**config.mk**
```make
export PLATFORM = sky130hd
export DESIGN_NAME = alu_issuer
export DESIGN_NICKNAME = d
export VERILOG_FILES = /design/src/rtl/alu_issuer_pkg.sv /design/src/rtl/alu_rsp_fifo.sv /design/src/rtl/alu_issuer.sv
export SDC_FILE = /design/constraint.sdc
export NUM_CORES = 1
export LEC_CHECK = 0
export CELL_PAD_IN_SITES_DETAIL_PLACEMENT = 1
export CELL_PAD_IN_SITES_GLOBAL_PLACEMENT = 1
export CORE_UTILIZATION = 38
export DETAILED_ROUTE_END_ITERATION = 7
export PLACE_DENSITY = 0.85
export SLEW_MARGIN = 20
export SYNTH_ARGS = -nofsm -noshare
export SYNTH_HDL_FRONTEND = slang
export SYNTH_SLANG_ARGS = --single-unit
export TNS_END_PERCENT = 10
```
**constraint.sdc**
```tcl
create_clock -name clk -period 2.6 [get_ports clk]
set_input_delay 0.52 -clock clk [delete_from_list [all_inputs] [get_ports clk]]
set_output_delay 0.52 -clock clk [all_outputs]
set_load 0.05 [all_outputs]
```
**src/rtl/alu_issuer_pkg.sv**
```systemverilog
// Shared encodings and types for the ALU issuer: op codes, FSM states and
// the response record carried through the response FIFO.
package alu_issuer_pkg;

  localparam logic [3:0] OP_AND = 4'd0;
  localparam logic [3:0] OP_OR  = 4'd1;
  localparam logic [3:0] OP_XOR = 4'd2;
  localparam logic [3:0] OP_ADD = 4'd3;

  typedef logic [1:0] state_t;
  localparam state_t ST_IDLE  = 2'd0;
  localparam state_t ST_DRIVE = 2'd1;
  localparam state_t ST_CAPT  = 2'd2;

  typedef struct packed {
    logic [3:0]  tag;
    logic [31:0] data;
    logic        err;
  } rsp_t;

  function automatic logic op_supported(input logic [3:0] op);
    return op <= OP_ADD;
  endfunction

endpackage

```
**src/rtl/alu_rsp_fifo.sv**
```systemverilog
// Synchronous response FIFO, power-of-two depth, asynchronous active-high reset.
// Head output reads as zero while empty so idle outputs are clean.
module alu_rsp_fifo
  import alu_issuer_pkg::*;
#(
  parameter int unsigned DEPTH = 4
) (
  input  logic clk,
  input  logic rst,
  input  logic push,
  input  rsp_t push_data,
  input  logic pop,
  output rsp_t head,
  output logic empty,
  output logic full
);

  localparam int unsigned AW = $clog2(DEPTH);
  localparam logic [AW:0] CntMax = (AW + 1)'(DEPTH);

  rsp_t          mem [DEPTH];
  logic [AW-1:0] wr_ptr, rd_ptr;
  logic [AW:0]   count;
  logic          do_push, do_pop;

  assign empty   = (count == '0);
  assign full    = (count == CntMax);
  assign do_push = push && !full;
  assign do_pop  = pop && !empty;
  assign head    = empty ? '0 : mem[rd_ptr];

  always_ff @(posedge clk or posedge rst) begin
    if (rst) begin
      wr_ptr <= '0;
      rd_ptr <= '0;
      count  <= '0;
    end else begin
      if (do_push) wr_ptr <= wr_ptr + 1'b1;
      if (do_pop)  rd_ptr <= rd_ptr + 1'b1;
      case ({do_push, do_pop})
        2'b10:   count <= count + 1'b1;
        2'b01:   count <= count - 1'b1;
        default: count <= count;
      endcase
    end
  end

  always_ff @(posedge clk) begin
    if (do_push) mem[wr_ptr] <= push_data;
  end

endmodule

```
**src/rtl/alu_issuer.sv**
```systemverilog
// Issues one command at a time to a registered downstream ALU, captures the
// result two edges later and queues {tag, data, err}. Optional: ALU_ISSUER_STATS_EN.
module alu_issuer
  import alu_issuer_pkg::*;
#(
  parameter int unsigned RSP_DEPTH = 4
) (
  input  logic        clk,
  input  logic        rst,
  input  logic        cmd_valid,
  output logic        cmd_ready,
  input  logic [31:0] cmd_a,
  input  logic [31:0] cmd_b,
  input  logic [3:0]  cmd_op,
  output logic [31:0] alu_a,
  output logic [31:0] alu_b,
  output logic [3:0]  alu_sel,
  input  logic [31:0] alu_out,
  output logic        rsp_valid,
  input  logic        rsp_ready,
  output logic [31:0] rsp_data,
  output logic [3:0]  rsp_tag,
  output logic        rsp_err
`ifdef ALU_ISSUER_STATS_EN
  ,
  output logic [15:0] stat_cnt
`endif
);

  state_t     state_q, state_d;
  logic [3:0] tag_cnt_q, inflight_tag_q;
  logic       inflight_err_q;
  logic       accept, push, fifo_empty, fifo_full;
  rsp_t       push_rsp, head;

  assign cmd_ready = (state_q == ST_IDLE) && !fifo_full;
  assign accept    = cmd_valid && cmd_ready;
  assign push      = (state_q == ST_CAPT);

  always_comb begin
    state_d = state_q;
    case (state_q)
      ST_IDLE:  if (accept) state_d = ST_DRIVE;
      ST_DRIVE: state_d = ST_CAPT;
      ST_CAPT:  state_d = ST_IDLE;
      default:  state_d = ST_IDLE;
    endcase
  end

  always_ff @(posedge clk or posedge rst) begin
    if (rst) begin
      state_q        <= ST_IDLE;
      tag_cnt_q      <= '0;
      inflight_tag_q <= '0;
      inflight_err_q <= 1'b0;
      alu_a          <= '0;
      alu_b          <= '0;
      alu_sel        <= '0;
    end else begin
      state_q <= state_d;
      if (accept) begin
        alu_a          <= cmd_a;
        alu_b          <= cmd_b;
        alu_sel        <= op_supported(cmd_op) ? cmd_op : OP_AND;
        inflight_tag_q <= tag_cnt_q;
        inflight_err_q <= !op_supported(cmd_op);
        tag_cnt_q      <= tag_cnt_q + 1'b1;
      end
    end
  end

  // Unsupported ops still run the ALU (as AND) for uniform timing; result is masked.
  always_comb begin
    push_rsp.tag  = inflight_tag_q;
    push_rsp.data = inflight_err_q ? 32'h0 : alu_out;
    push_rsp.err  = inflight_err_q;
  end

  alu_rsp_fifo #(
    .DEPTH (RSP_DEPTH)
  ) u_fifo (
    .clk       (clk),
    .rst       (rst),
    .push      (push),
    .push_data (push_rsp),
    .pop       (rsp_ready),
    .head      (head),
    .empty     (fifo_empty),
    .full      (fifo_full)
  );

  assign rsp_valid = !fifo_empty;
  assign rsp_data  = head.data;
  assign rsp_tag   = head.tag;
  assign rsp_err   = head.err;

`ifdef ALU_ISSUER_STATS_EN
  always_ff @(posedge clk or posedge rst) begin
    if (rst) begin
      stat_cnt <= '0;
    end else if (push && (stat_cnt != 16'hFFFF)) begin
      stat_cnt <= stat_cnt + 1'b1;
    end
  end
`endif

endmodule

```
=== After elaboration in Yosys (flattened, before gate mapping) ===
Memories as Yosys holds them, arrays and structs flattened.
Index checks and enable logic that the tools add are counted.

* Output and inout port bits: 107
* Bits in writable memories: 148
* Memories: 1
* Logic and storage cells: 41
* Input bits: 104
* Flip-flop bits (word level): 86

{| class="wikitable"
|+ Memory list
! name !! depth !! bits a word !! read ports !! clocked after memory_dff !! wr ports !! RTL line !! source
|-
| u_fifo.mem || 4 || 37 || 1 || 0 || 1 || alu_rsp_fifo.sv:21 || <nowiki>rsp_t mem [DEPTH];</nowiki>
|}

* Reduce and logical (&&, ||, !) cells: 10
* Eq/ne operators: 6
* Muxes and demuxes: 8
* $lt $le $gt $ge: 1
* Add/sub/neg operators: 5

{| class="wikitable"
|+ Operator list
! cell !! count
|-
| 37-bit two-way mux || 1
|-
| 32-bit two-way mux || 1
|-
| 3-bit one-hot mux with 2 select lines || 1
|-
| 2-bit by 1-bit adder with 2-bit output (second input constant) || 2
|-
| 4-bit by 1-bit adder with 4-bit output (second input constant) || 1
|-
| 2-bit by 1-bit == test with 1-bit output (second input constant) || 2
|-
| 2-bit == test (second input constant) || 2
|-
| 4-bit by 2-bit less-or-equal comparator with 1-bit output (second input constant) || 1
|-
| 1-bit logical AND || 4
|-
| 4-bit two-way mux || 1
|-
| 2-bit one-hot mux with 2 select lines || 1
|-
| 3-bit by 1-bit adder with 3-bit output (second input constant) || 1
|-
| 3-bit == test (second input constant) || 1
|-
| 1-bit zero test || 3
|-
| 3-bit zero test || 1
|-
| 3-bit by 1-bit subtractor with 3-bit output (second input constant) || 1
|-
| 2-bit zero test || 1
|-
| 1-bit two-way mux || 2
|-
| 2-bit two-way mux || 1
|-
| 2-bit inequality test (second input constant) || 1
|-
| 2-bit nonzero test || 1
|}

=== Longest topological paths before layout ===
Gate-level depths: netlist of run 1.

* Depth after elaboration: 6
* Gate-level depth with buffers: 9
* Gate-level depth less buffers: 9

=== By module ===
A second synthesis of run 1 with hierarchy kept.

* Cell total of the unflattened synthesis: 488
* Area, all modules: 9216.3 um^2

{| class="wikitable"
|+ By module, submodules not included
! module !! area an instance (um^2) !! sequential area each (um^2) !! cells an instance !! instances
|-
| alu_rsp_fifo || 6002.0 || 4619.4 || 273 || 1
|-
| alu_issuer || 3214.3 || 1976.9 || 215 || 1
|}

=== Worst setup path after synthesis of run 1 ===
Ideal clock, no wire load.

* Path type: reg2reg
* Start point: register u_fifo.count[2]
* End point: memory u_fifo.mem[2][0] in the netlist's numbering (enable)
* Clock period less this slack: 2400 ps
* Library setup time: 398 ps
* Slack: 200 ps
* Arrival: 2003 ps
* Buffers on the path: 0
* Required time: 2202 ps
* Stages on the path, launching flop included: 4
* Cells stage by stage: dfrtp_1 -> nor3b_1 -> nor3b_1 -> and2_1

* Cells in the longest elaborated chain, start to end: 5

{| class="wikitable"
|+ RTL lines
! what !! RTL line !! source
|-
| start: declaration || alu_rsp_fifo.sv:23 || <nowiki>logic [AW:0] count;</nowiki>
|-
| start signal: assignment || alu_rsp_fifo.sv:41 || <nowiki>2'b10: count <= count + 1'b1;</nowiki>
|-
| start signal: assignment || alu_rsp_fifo.sv:42 || <nowiki>2'b01: count <= count - 1'b1;</nowiki>
|-
| start signal: assignment || alu_rsp_fifo.sv:43 || <nowiki>default: count <= count;</nowiki>
|-
| 3-bit == test || alu_rsp_fifo.sv:27 || <nowiki>assign full = (count == CntMax);</nowiki>
|-
| 1-bit zero test || alu_rsp_fifo.sv:28 || <nowiki>assign do_push = push && !full;</nowiki>
|-
| 1-bit logical AND || alu_rsp_fifo.sv:28 ||
|-
| 1-bit two-way mux || alu_rsp_fifo.sv:49 || <nowiki>if (do_push) mem[wr_ptr] <= push_data;</nowiki>
|-
| 1-bit two-way mux (not written as such) || alu_rsp_fifo.sv:49 ||
|-
| end: declaration || alu_rsp_fifo.sv:21 ||
|}

Every way passes these cells.

=== Worst setup path after layout of run 1 ===
* Start point: register u_fifo.rd_ptr[0]
* End point: output port rsp_err

* Cells in the longest elaborated chain, start to end: 2

{| class="wikitable"
|+ RTL lines
! what !! RTL line !! source
|-
| start: declaration || alu_rsp_fifo.sv:22 || <nowiki>logic [AW-1:0] wr_ptr, rd_ptr;</nowiki>
|-
| start signal: assignment || alu_rsp_fifo.sv:39 || <nowiki>if (do_pop) rd_ptr <= rd_ptr + 1'b1;</nowiki>
|-
| memory read 4 x 37 bit || n/a ||
|-
| 37-bit two-way mux || alu_rsp_fifo.sv:30 || <nowiki>assign head = empty ? '0 : mem[rd_ptr];</nowiki>
|-
| end: declaration || alu_issuer.sv:23 || <nowiki>output logic rsp_err</nowiki>
|}

Every way passes these cells.

==> results of run 1 <==
## cells by family (layout without fill, tap and decap cells)
family | count (synthesis) | after routing | share of synthesized area
and+or+nand+nor | 92 | 92 | 0.06167
other | 0 | 1 | 0
buffers and inverters | 34 | 298 | 0.02477
adders and majority gates | 7 | 7 | 0.01012
DFF | 234 | 234 | 0.7022
muxes | 111 | 111 | 0.1929
xor gates and xnor gates | 9 | 9 | 0.008392
## path summary, 6_finish.rpt
path                                  start              end  slack, ns  cells after the start
setup reg to reg            u_fifo.count[0]  u_fifo.count[2]       0.32                     10
max in group asynchronous               rst        alu_a[31]       1.60                      3
hold / removal                          rst         alu_a[9]       0.44                      2
min in group clk                 state_q[1]       state_q[1]       0.49                      1
setup / recovery           u_fifo.rd_ptr[0]          rsp_err       0.01                      5
hold reg to reg                  state_q[1]       state_q[1]       0.49                      1
## synth_stat cells
cell type,count
and3_1,1
mux2_2,30
fa_1,1
or3b_4,1
nand4_1,2
nor3b_1,2
dfrtp_1,86
xor2_1,3
xnor2_1,6
or3_1,1
buf_12,5
nor2_1,3
nor3_1,1
inv_1,11
mux2i_1,4
nand3_1,1
and2_1,44
nand2_1,2
mux4_2,37
nor2b_1,33
edfxtp_1,148
buf_2,4
clkbuf_1,9
buf_4,5
mux2_4,40
ha_1,6
nand3_4,1
## critical path: stages, from the launching register on
cell and delay (ns):
dfrtp_2 0.37, buf_4 0.14, buf_12 0.14, mux4_2 0.56, and2_4 0.19, buf_6 0.14
## state kept, by name (all words and copies together) (netlist names)
register	cells
alu_sel	4
u_fifo.rd_ptr	2
u_fifo.mem	148
alu_a	32
alu_b	32
u_fifo.count	3
u_fifo.wr_ptr	2
state_q	2
tag_cnt_q	4
inflight_err_q	1
inflight_tag_q	4
## per-stage QoR
step	cell area (um^2)	setup TNS [ns]	total power [mW]	setup WS, ns	std cells
2_1_floorplan	9398	0	12.20	0.1995	487
3_3_place_gp	12130	0	15.38	0.3399	1021
6_report	13170	0	19.55	0.009812	1076
5_1_grt	13160	-0.6222	20.35	-0.05471	1075
4_1_cts	13030	-0.3347	19.43	-0.06808	1067
3_5_place_dp	12130	0	15.64	0.2434	1021
## layer usage
metal	track usage	vias to the layer above	part of all wire
met5	0	-	0
met4	0.03103	0	0.014
met3	0.05574	24	0.090
met2	0.3242	223	0.51
met1	0.2115	2697	0.39
li1	-	2304	-
## layout make-up
cell class	instances	share of cell area
antenna	1	0.0001901
clock buffer	33	0.05132
clock inverter	12	0.006367
inverter	11	0.003421
multi-input combinational	219	0.1998
sequential	234	0.5012
tap	324	0.03079
timing repair buffer	242	0.2070
## timing repair
action	CTS	global route
endpoints found under the setup margin	37	37
setup buffers	0	6
gates cloned	1	2
pin swaps	3	2
resized for setup	35	12
## where the power goes
part | switching [mW] | total, mW | leakage, nW | internal (mW)
Clock | 1.40 | 3.31 | 0.378 | 1.92
Combinational | 5.89 | 10.5 | 2.31 | 4.57
Sequential | 0.613 | 5.78 | 2.38 | 5.17
==> summary.md, run 1 <==
| Metric | Value |
|---|---|
| Status | `complete, no violations` |
| GPL Wtd Cong | `0.7075` |
| Avg Inst Size Synth | `19.29 um^2` |
| Cell taking the most area after synthesis | `edfxtp_1` |
| Buffers on Ports | `210` |
| First-pass GRT wire length | `35370 um` |
| Final ANT Viol Nets | `0` |
| Initial core utilization | `0.3874` |
| First drt pass iteration count | `4` |
| Synth area leaders | `edfxtp_1 (47%), dfrtp_1 (23%), mux4_2 (8.9%), mux2_4 (6.4%), mux2_2 (3.6%)` |
| Commonest non-fill, non-tap cells in the layout | `clkdlybuf4s50_1 (171), edfxtp_1 (148), dfrtp_1 (84)` |
| PD cells | `1485 nW/um^2` |
| Flip-flop and latch area | `6599 um^2` |
| Worst slew pin tran | `0.7614 ns` |
| TritonCTS clock tree | `built` |
| Initial drt markers | `263` |
| Yosys top cell area share | `0.4731` |
| Syn Nets | `598` |
| Minimum clock period | `2.590 ns` |
| Mapped Area | `9394 um^2` |
| Die area | `25350 um^2` |
| Post-DP HPWL | `14750 um` |
| DR vias/cell | `4.877` |
| Final core occ | `0.5430` |
| Max Slew Vio Count | `0` |
| RSZ-0062 raised after global routing | `yes` |
| Critical Path AT | `2.07 ns` |
| Vias in the first global route | `6122` |
| Total Wirelength | `23110 um` |
| Multi-input gate area | `2630 um^2` |
| Max_slew headroom | `0.4924` |
| Syn. warnings | `0` |
| Chip Height | `159.2 um` |
| Mean routed wirelength per cell | `21.48 um` |
| Critical path startpoint category | `register` |
| GRT overflow | `0` |
| CP Max Fanout | `8` |
| Rows | `57` |
| Overall Global Routing Usage | `0.1794` |
| IO Pins | `211` |
| Hold-fix buffers, CTS | `0` |
| CTS Sinks | `234` |
| CP Capture Type | `output port` |
| Worst hold slack | `0.4409 ns` |
| P_leak | `5.064 nW` |
| Via Count | `5248` |
| Die width | `159.2 um` |
| Maxcap violations | `0` |
| Clk buf depth | `3` |
| Critical path class | `reg2out` |
| DR DRC count | `0` |
| Most common cell after layout, fill and taps aside | `clkdlybuf4s50_1` |
| Data required, critical path | `2.08 ns` |
| Worst min path class | `in2async` |
| Htree depth | `1` |
| Sequential share of the synthesized area | `0.7022` |
| # fillers | `2227` |
| Antenna violations before repair | `1` |
| Peak supply drop | `0.9391 mV` |
| Number of buffers created by CTS | `25` |
| Clock Skews | `0.01543 ns` |
| Achievable Freq | `0.3861 GHz` |
| Post-Synthesis Cells | `487` |
| Clock latency on the worst-skew pair | `0.52 ns` |
| Fin. Hold Viols | `0` |
| Nets@finish | `844` |
| Final period util | `0.9962` |
| Root Buffer | `clkbuf_16` |
| Reg clk slew, reported paths | `0.06 ns` |
| Synthesis-to-finish area growth | `40.16%` |
| Share of layout cells above drive strength 1 | `0.3262` |
| Core footprint | `24250 um^2` |
| Setup-failing EPs final | `0` |
| Number of synthesized register bits | `234` |
| Yosys cell types | `27` |
| Largest net degree at the start of global routing | `32` |
Power figures use the tool's default switching activity.
==> run 2, diff against run 1 <==
--- a/config.mk
+++ b/config.mk
@@ -8,8 +8,10 @@
 export CELL_PAD_IN_SITES_DETAIL_PLACEMENT = 1
 export CELL_PAD_IN_SITES_GLOBAL_PLACEMENT = 1
 export CORE_UTILIZATION = 38
+export CTS_CLUSTER_DIAMETER = 80
 export DETAILED_ROUTE_END_ITERATION = 7
 export PLACE_DENSITY = 0.85
+export SKIP_CTS_REPAIR_TIMING = 1
 export SLEW_MARGIN = 20
 export SYNTH_ARGS = -nofsm -noshare
 export SYNTH_HDL_FRONTEND = slang
==> summary.md, run 2 (synthesis gave the netlist of run 1 again) <==
| Metric | Value |
|---|---|
| Status | `finished, violations left` |
| Failing checks | `negative setup slack` |
| Peak supply drop | `0.9391 mV (about the same)` |
| Post-DP HPWL | `14750 um (unchanged)` |
| Cell Int Power | `11.66 mW (about the same)` |
| Initial drt markers | `228 (-13%)` |
| Nets@finish | `840 (-0.47%)` |
| GRT overflow | `0 (unchanged)` |
| CTS Sinks | `234 (unchanged)` |
| Number of buffers created by CTS | `25 (unchanged)` |
| Final core occ | `0.5426 (about the same)` |
| PD cells | `1486 nW/um^2 (about the same)` |
| Minimum clock period | `2.606 ns (+0.01593 ns)` |
| Maxcap violations | `0 (unchanged)` |
| Fin worst setup slack | `-0.006118 ns (-0.01593 ns)` |
| Total Power | `19.55 mW (about the same)` |
| Sw frac | `0.4040 (about the same)` |
| Worst slew pin tran | `0.7600 ns (-0.001350 ns)` |
| Placed Instance Area | `12130 um^2 (unchanged)` |
| Clk buf depth | `3 (unchanged)` |
| Achievable Freq | `0.3837 GHz (-0.61%)` |
| Setup-failing EPs final | `1 (+1)` |
| Critical path class | `reg2out` |
| Rows | `57 (unchanged)` |
| P_leak | `5.060 nW (about the same)` |
| Reg clk slew, reported paths | `0.06 ns (about the same)` |
| Critical Path AT | `2.09 ns (+0.02 ns)` |
| Htree depth | `1 (unchanged)` |
| TritonCTS clock tree | `built` |
| Clock Skews | `0.01707 ns (+0.001636 ns)` |
| Power share of the clock group | `0.169 (about the same)` |
| DR DRC count | `0 (unchanged)` |
| Clock latency on the worst-skew pair | `0.52 ns (about the same)` |
| Share of layout cells above drive strength 1 | `0.3280 (+0.001747)` |
| Switching pwr | `7.900 mW (about the same)` |
| Commonest non-fill, non-tap cells in the layout | `clkdlybuf4s50_1 (171), edfxtp_1 (148), dfrtp_1 (84)` |
| Fin. Hold Viols | `0 (unchanged)` |
| Max reg flops | `148 (unchanged)` |
| Via Count | `5225 (-0.44%)` |
| Root Buffer | `clkbuf_16` |
| Largest net degree at the start of global routing | `32 (unchanged)` |
| RSZ-0062 raised after global routing | `yes` |
| Core footprint | `24250 um^2 (unchanged)` |
| Chip Height | `159.2 um (unchanged)` |
| Reg with most FFs | `u_fifo.mem` |
| Final ANT Viol Nets | `0 (unchanged)` |
| Die area | `25350 um^2 (unchanged)` |
| Flop pwr share | `0.296 (about the same)` |
| Critical path startpoint category | `register` |
| # fillers | `2233 (+0.27%)` |
| Die width | `159.2 um (unchanged)` |
| Antenna violations before repair | `1 (unchanged)` |
| DR vias/cell | `4.874 (about the same)` |
| Logic pwr share | `0.535 (about the same)` |
| Fin Setup TNS | `-0.006118 ns (-0.006118 ns)` |
| Crit path launch | `u_fifo.rd_ptr[0]` |
| Final period util | `1.002 (+0.006127)` |
| First-pass GRT wire length | `34790 um (-1.6%)` |
| Post-route cell area | `13160 um^2 (about the same)` |
| Data required, critical path | `2.08 ns (about the same)` |
| Top Registers | `u_fifo.mem x148, alu_a x32, alu_b x32` |
| Total Wirelength | `22940 um (-0.71%)` |
| Critical R2R Launch | `u_fifo.count[0]` |
| Overall Global Routing Usage | `0.1760 (-0.003325)` |
| Synthesis-to-finish area growth | `40.05% (about the same)` |
| Buffers on Ports | `210 (unchanged)` |
| CP Capture Type | `output port` |
| Vias in the first global route | `6025 (-1.6%)` |
| Mean routed wirelength per cell | `21.40 um (-0.34%)` |
| First drt pass iteration count | `4 (unchanged)` |
| Max_slew headroom | `0.4933 (+0.0009000)` |
| CP Max Fanout | `7 (-1)` |
| Initial core utilization | `0.3874 (unchanged)` |
| Max Slew Vio Count | `0 (unchanged)` |
| GPL Wtd Cong | `0.7075 (unchanged)` |
| IO Pins | `211 (unchanged)` |
| Worst min path class | `in2async` |
| Most common cell after layout, fill and taps aside | `clkdlybuf4s50_1` |
## run 2: changes by cell type in the layout (fill, tap and decap cells not counted), moves of 2 or more
cell / change
and2_1: -4
and2_4: +4
buf_4: -4
buf_6: -2
## run 2: layout make-up
class	instances	area (um^2)	area share
antenna	1	2.502	0.0001902
clock buffer	33	675.6	0.05136
clock inverter	12	83.83	0.006372
inverter	11	45.04	0.003424
multi-input combinational	219	2640	0.2007
sequential	234	6599	0.5016
tap	324	405.4	0.03081
timing repair buffer	238	2705	0.2056
## run 2: power by group through the flow
stage                     clock (mW)  combinational (mW)  sequential [mW]
after CTS                       3.39                9.84             5.81
after global routing            3.53                10.9             5.91
after global placement             0                9.60             5.78
final                           3.31                10.5             5.80
after floorplan                    0                4.71             7.49
after detailed placement           0                9.79             5.84
## run 2: stage by stage
stage                     worst slack, ns  std cells  hold WS (ns)
after floorplan                    0.1995        487        0.4398
after global placement             0.3399       1021        0.4536
after detailed placement           0.2434       1021        0.4707
after CTS                         -0.1501       1066        0.4429
after global routing             -0.06621       1071        0.4694
final                           -0.006118       1072        0.4424
## run 2: final timing paths
check                           depth (start not counted)         endpoint  slack [ns]
max in group asynchronous                               3        alu_a[30]        1.60
min in group clk                                        1       state_q[1]        0.48
worst max register to register                         10  u_fifo.count[2]        0.32
worst min register to register                          1       state_q[1]        0.48
worst max-delay path                                    5      rsp_data[0]      -0.006
worst min-delay path                                    2         alu_a[9]        0.44
## run 2: worst max-delay path, stage by stage (launching register included)
cell	delay, ns
dfrtp_2	0.38
buf_12	0.14
buf_8	0.16
mux4_2	0.52
and2_1	0.19
buf_4	0.19
## run 2: metal layers
metal,GRT usage,vias to the layer above,wire [um]
li1,-,2295,-
met5,0,-,0
met4,0.03016,0,254
met1,0.2106,2683,8848
met3,0.05522,20,2083
met2,0.3146,227,11760
